[config.mk]
export PLATFORM = sky130hd
export DESIGN_NAME = chunked_adder
export DESIGN_NICKNAME = d
export VERILOG_FILES = /design/src/rtl/chunked_adder.sv
export SDC_FILE = /design/constraint.sdc
export NUM_CORES = 1
export LEC_CHECK = 0
export ABC_AREA = 0
export CORE_MARGIN = 5
export CORE_UTILIZATION = 45
export CTS_BUF_LIST = sky130_fd_sc_hd__clkbuf_4 sky130_fd_sc_hd__clkbuf_8 sky130_fd_sc_hd__clkbuf_16
export DETAILED_ROUTE_END_ITERATION = 8
export PLACE_DENSITY = 0.83
export SYNTH_ARGS = -nofsm -noshare
export SYNTH_HDL_FRONTEND = slang
export SYNTH_SLANG_ARGS = --single-unit
[constraint.sdc]
create_clock -name CLK -period 3.36 [get_ports CLK]
set_clock_uncertainty 0.15 [all_clocks]
set_input_delay 0.504 -clock CLK [delete_from_list [all_inputs] [get_ports CLK]]
set_output_delay 0.504 -clock CLK [all_outputs]
set_load 0.03 [all_outputs]
[src/rtl/chunked_adder.sv]
// Multi-cycle adder/subtractor: processes WIDTH bits as WIDTH/CHUNK slices, LSB first,
// one slice per clock, with the carry rippled through a register between slices.
module chunked_adder #(
    parameter int WIDTH = 16,
    parameter int CHUNK = 4
) (
    input  logic             CLK,
    input  logic             RST,
    input  logic             Start,
    input  logic [WIDTH-1:0] A,
    input  logic [WIDTH-1:0] B,
    input  logic             Cin,
    input  logic             SUB,
    output logic             Ready,
    output logic             Done,
    output logic [WIDTH-1:0] S,
    output logic             Cout,
    output logic             Ovf,
    output logic             Zero
);

    localparam int NCH   = WIDTH / CHUNK;
    localparam int IDX_W = (NCH > 1) ? $clog2(NCH) : 1;
    localparam logic [IDX_W-1:0] LAST_IDX = IDX_W'(NCH - 1);

    if (CHUNK < 1 || (WIDTH % CHUNK) != 0) begin : g_bad_chunk
        $error("chunked_adder: WIDTH must be a positive multiple of CHUNK");
    end

    typedef enum logic [1:0] {
        IDLE = 2'd0,
        RUN  = 2'd1,
        DONE = 2'd2
    } state_t;

    state_t           state_q, state_d;
    logic [WIDTH-1:0] a_q, a_d;
    logic [WIDTH-1:0] b_q, b_d;
    logic [WIDTH-1:0] s_q, s_d;
    logic [IDX_W-1:0] idx_q, idx_d;
    logic             carry_q, carry_d;
    logic             cout_q, cout_d;
    logic             ovf_q, ovf_d;
    logic             zero_q, zero_d;
    logic             ready_q, ready_d;
    logic             done_q, done_d;

    logic [31:0]      base;
    logic [CHUNK-1:0] a_slice;
    logic [CHUNK-1:0] b_slice;
    logic [CHUNK:0]   chunk_sum;

    always_comb begin
        base      = 32'(idx_q) * 32'(CHUNK);
        a_slice   = a_q[base +: CHUNK];
        b_slice   = b_q[base +: CHUNK];
        chunk_sum = {1'b0, a_slice} + {1'b0, b_slice} + {{CHUNK{1'b0}}, carry_q};

        state_d = state_q;
        a_d     = a_q;
        b_d     = b_q;
        s_d     = s_q;
        idx_d   = idx_q;
        carry_d = carry_q;
        cout_d  = cout_q;
        ovf_d   = ovf_q;
        zero_d  = zero_q;

        case (state_q)
            IDLE: begin
                if (Start) begin
                    // Subtraction is A + ~B + 1; the +1 enters as the initial carry.
                    a_d     = A;
                    b_d     = SUB ? ~B : B;
                    carry_d = SUB ? 1'b1 : Cin;
                    idx_d   = '0;
                    state_d = RUN;
                end
            end
            RUN: begin
                s_d[base +: CHUNK] = chunk_sum[CHUNK-1:0];
                carry_d            = chunk_sum[CHUNK];
                idx_d              = idx_q + 1'b1;
                if (idx_q == LAST_IDX) begin
                    // Same-sign operands giving a different-sign sum is exactly
                    // carry-into-MSB XOR carry-out-of-MSB.
                    cout_d  = chunk_sum[CHUNK];
                    ovf_d   = (a_slice[CHUNK-1] ~^ b_slice[CHUNK-1]) &
                              (chunk_sum[CHUNK-1] ^ a_slice[CHUNK-1]);
                    zero_d  = (s_d == '0);
                    idx_d   = '0;
                    state_d = DONE;
                end
            end
            DONE: begin
                state_d = IDLE;
            end
            default: begin
                state_d = IDLE;
            end
        endcase

        ready_d = (state_d == IDLE);
        done_d  = (state_d == DONE);
    end

    always_ff @(posedge CLK) begin
        if (RST) begin
            state_q <= IDLE;
            a_q     <= '0;
            b_q     <= '0;
            s_q     <= '0;
            idx_q   <= '0;
            carry_q <= 1'b0;
            cout_q  <= 1'b0;
            ovf_q   <= 1'b0;
            zero_q  <= 1'b0;
            ready_q <= 1'b1;
            done_q  <= 1'b0;
        end else begin
            state_q <= state_d;
            a_q     <= a_d;
            b_q     <= b_d;
            s_q     <= s_d;
            idx_q   <= idx_d;
            carry_q <= carry_d;
            cout_q  <= cout_d;
            ovf_q   <= ovf_d;
            zero_q  <= zero_d;
            ready_q <= ready_d;
            done_q  <= done_d;
        end
    end

    assign Ready = ready_q;
    assign Done  = done_q;
    assign S     = s_q;
    assign Cout  = cout_q;
    assign Ovf   = ovf_q;
    assign Zero  = zero_q;

endmodule

# Word-level counts from Yosys, hierarchy flattened
# Cells that the tools add are included.
[totals]
in_bits = 37
mem_count = 0
word_cells = 45
romBits = 0
ramBits = 0
reg_bits = 58
latch_bits = 0
[op_classes]
bitwise_logic = 4
reduce_logical = 7
n_eq_ne = 4
mul = 0
magnitude_cmp = 0
addsub = 4
n_div = 0
shift = 4
n_mux = 11
[ops]
columns = ["operator", "n"]
rows = [
  ["4-bit negator with 34-bit output", 1],
  ["4-bit by 34-bit variable shift with 16-bit output (first input constant)", 1],
  ["4-bit by 34-bit indexed part select with 16-bit output", 1],
  ["16-bit by 5-bit indexed part select with 4-bit output", 2],
  ["16-bit bitwise mux", 1],
  ["16-bit logical NOT", 1],
  ["16-bit two-way mux", 1],
  ["16-bit NOT", 1],
  ["2-bit two-way mux", 4],
  ["2-bit one-hot mux with 2 select lines", 2],
  ["2-bit AND reduction", 3],
  ["4-bit by 4-bit adder with 5-bit output", 1],
  ["5-bit by 1-bit adder with 5-bit output", 1],
  ["2-bit == test (second input constant)", 2],
  ["2-bit logical NOT", 2],
  ["2-bit by 1-bit adder with 2-bit output (second input constant)", 1],
  ["2-bit by 1-bit == test with 1-bit output (second input constant)", 1],
  ["1-bit two-way mux", 2],
  ["2-bit inequality test (second input constant)", 1],
  ["1-bit one-hot mux with 2 select lines", 1],
  ["2-bit nonzero test", 1],
  ["1-bit bitwise AND", 1],
  ["1-bit XNOR", 1],
  ["1-bit XOR", 1],
]

# Depth between registers and ports, before layout
[logic_depth]
word_depth = 6
depth_mapped = 11
mapped_depth_nobuf = 9

# Worst setup path after synthesis
# OpenSTA, ideal clock, no wires.
[synth_timing]
kind = "flip-flop to flip-flop"
from = "reg idx_q[0]"
to = "reg s_q[1] (netlist: S[1])"
arrival_ns = 2.659
path_buffers = 2
path_stages_with_launch = 10
path_slack_ns = 0.466
required_time_ns = 3.124
cell_sequence = "dfxtp_1 > buf_6 > buf_2 > mux4_2 > fa_1 > inv_1 > fa_1 > nor3_2 > a21oi_1 > a211oi_1"
[synth_via]
elab_chain_cells = 5
word_cells_on_any_way = 8
cone_classes = "3 x add/sub; 4 x shift; 1 x mux"
[synth_lines]
columns = ["item", "line_no", "rtl"]
rows = [
  ["start: declaration", "40", "logic [IDX_W-1:0] idx_q, idx_d;"],
  ["start signal: assignment", "125", "idx_q <= idx_d;"],
  ["16-bit by 5-bit indexed part select with 4-bit output, on equally long branches", "55, 56", ""],
  ["4-bit by 4-bit adder with 5-bit output", "57", "chunk_sum = {1'b0, a_slice} + {1'b0, b_slice} + {{CHUNK{1'b0}}, carry_q};"],
  ["5-bit by 1-bit adder with 5-bit output", "57", ""],
  ["4-bit by 34-bit indexed part select with 16-bit output", "81", "s_d[base +: CHUNK] = chunk_sum[CHUNK-1:0];"],
  ["16-bit bitwise mux *", "81", ""],
  ["end signal: assignment", "112", "s_q <= '0;"],
  ["end signal: assignment", "124", "s_q <= s_d;"],
  ["end: declaration", "39", "logic [WIDTH-1:0] s_q, s_d;"],
]
# Every way passes the cells marked *; elsewhere a longest branch is shown, timed or not.
# A chain may end at the register's enable or synchronous reset.

# Final worst setup path
[layout_timing]
from = "reg idx_q[0]"
to = "reg s_q[9] (netlist: S[9])"
# Same word-level chain as after synthesis.

==> out/metrics.cfg <==
[synthesis]
syn_area_um2=2780
synth.avg_cell_area_um2=8.98
synth.area.top_cells=dfxtp_1 (42%), mux4_2 (6.5%), xnor2_1 (6.0%), nand2_1 (5.9%), nor2_1 (5.5%)
synthCells=310
synth_seq_area_share_pct=41.7
synth_seq_cells=58
synth_cell_type_count=40
netlist.area_leader.share_pct=41.7
ys.flop_type=dfxtp_1
synthArstFlopShare_pct=0
syn-num-nets=358
synth_edf_count=0
synth_top_area_cell=dfxtp_1
yosys_warnings=0

[cells_and_area]
design_area_um2=3550
fillers=576
fin_util_pct=59.5
seqCellArea_um2=1160
n_antenna_cell=0
final_cells=441
layout_common_cells=dfxtp_1 (58), clkdlybuf4s50_1 (56), nand2_1 (44)
nets=409
area_growth_pct=27.4
drive_above_1_share_pct=10.7
layout_commonest_cell=dfxtp_1
multi_input_area_um2=1490

[critical_path]
r2r_cells=9
arrival_ns=3.06
r2r-start=idx_q[0]
crit_type=flop to flop
r2r-end=S[9]
cp-start-kind=flop
crit_required_ns=3.48
end_kind=flop
r2r_setup_slack_ns=0.42
critPathMaxFanout=11

[power]
p_leak_nw=1.28
ir_drop_mv=0.263
power_mw=1.59
power_density_nw_per_um2=449

[min_path]
min_from=a_q[13]
min_path_cells=2
hold_class=flop to flop
whs_endpoint=a_q[13]

[timing]
rsz0062_at_grt=no
slew_viol_final=0
hold_ws_ns=0.305
setup_violations=0
fin_setup_tns_ns=0
max_freq_mhz=340
layout_min_cycle_time_ns=2.94
final-hold-violation-count=0
setup_ws_ns=0.419
period_share_pct=87.5
worst_pin_slew_ns=0.998
max-slew-margin-rel_pct=33.5

[detailed_routing]
drt_pass1_iterations=4
drt_iter0_markers=133
viasPerCell=5.31
ant_nets=0
drc=0
wl_per_cell_um=14.2
vias=2340
routed_wl_um=6280

[clocking]
post_cts_buffers=0
clockBufferDepth=2
numCtsBuffers=9
ctsResizeCount=0
cts_sinks=58
root_buffer=clkbuf_8
ctsHoldBuffers=0
cts.clk_slew.worst_paths_ns=0.07
clkLatencyLatePin_ns=0.35
cts_max_level=3
cts_tree=built

[die]
row_count=28
chipWidth_um=88.6
start_util_pct=46.7
boundaryPins=58
die_area_um2=7860
fp.dieH_um=88.6
core-area_um2=5960

[global_route]
antenna_found_initial=0
grt_overflow_total=0
grt_use_total_pct=17.5
grt_max_degree=59
grt_pass1_wl_um=10200
grt_pass1_vias=2205

[placed_design]
placedCellCount=425
pre_cts_slack_ns=0.438
portBuffers=57
post-dp-hpwl_um=4720
placed_cell_area_um2=3370
place_congestion=0.905

[status]
status=completed

[flow_run]
max_cap_viol_count=0

-- critical path: stages (launching register included) --
cell and delay (ns):
dfxtp_1 0.66, mux4_2 0.59, fa_1 0.43, inv_1 0.09, fa_1 0.45, inv_1 0.13, nand2b_1 0.08, nor3_1 0.16
a21oi_1 0.06, nor2_1 0.08
-- cell families (layout without fill, tap and decap cells) --
logic type	count (synthesis)	count (layout)	share of synthesized area [%]
adders and majority gates	11	11	5.49
muxes	9	9	6.83
buffers and inverters	29	85	4.59
and+or+nand+nor	116	116	19.1
AOI/OAI and AO/OA	68	68	16.3
xor gates and xnor gates	19	19	5.98
DFF	58	58	41.7
-- where the power goes --
part	internal, mW	leakage [nW]	switching (mW)	total (mW)
clock network	0.291	0.0885	0.281	0.572
registers	0.722	0.475	0.0253	0.747
logic	0.131	0.712	0.142	0.273
total	1.14	1.28	0.448	1.59
-- cells in the mapped netlist, drive strengths merged (4+ instances only) --
| cell type | count |
|---|---|
| clkbuf | 10 |
| nor3 | 6 |
| buf | 10 |
| a21oi | 27 |
| ha | 9 |
| nand2 | 45 |
| a22oi | 12 |
| inv | 9 |
| xnor2 | 19 |
| a211oi | 17 |
| nand4 | 4 |
| nor2 | 41 |
| mux4 | 8 |
| dfxtp | 58 |
-- layout make-up --
class | count | share of cell area (%)
Multi-Input combinational cell | 223 | 42.1
Sequential cell | 58 | 32.7
Timing Repair Buffer | 60 | 16.6
Clock buffer | 11 | 4.09
Tap cell | 75 | 2.65
Inverter | 9 | 0.953
Clock inverter | 5 | 0.847
-- registers in the layout (all words and copies together) (netlist names) --
| name | cells |
|---|---|
| Cout | 1 |
| idx_q | 2 |
| Done | 1 |
| a_q | 16 |
| Zero | 1 |
| Ovf | 1 |
| Ready | 1 |
| S | 16 |
| b_q | 16 |
| state_q | 2 |
| carry_q | 1 |
-- routing by layer --
metal	global-route usage, %	vias to the layer above	wire (um)
met1	20.3	1079	2540
met5	0	-	0
met4	8.65	0	158
met3	4.19	15	387
li1	-	1182	-
met2	30.0	64	3200
-- how the worst max path moves through the flow --
stage / slack [ns] / depth (start not counted) / endpoint / from
after floorplan: 0.47 / 9 / S[1] / idx_q[0]
after CTS: 0.40 / 9 / S[9] / idx_q[0]
final: 0.42 / 9 / S[9] / idx_q[0]
after global routing: 0.21 / 9 / S[9] / idx_q[0]
after detailed placement: 0.44 / 9 / S[9] / idx_q[0]
after global placement: 0.50 / 7 / Zero / idx_q[0]
(Power assumes the default switching activity.)
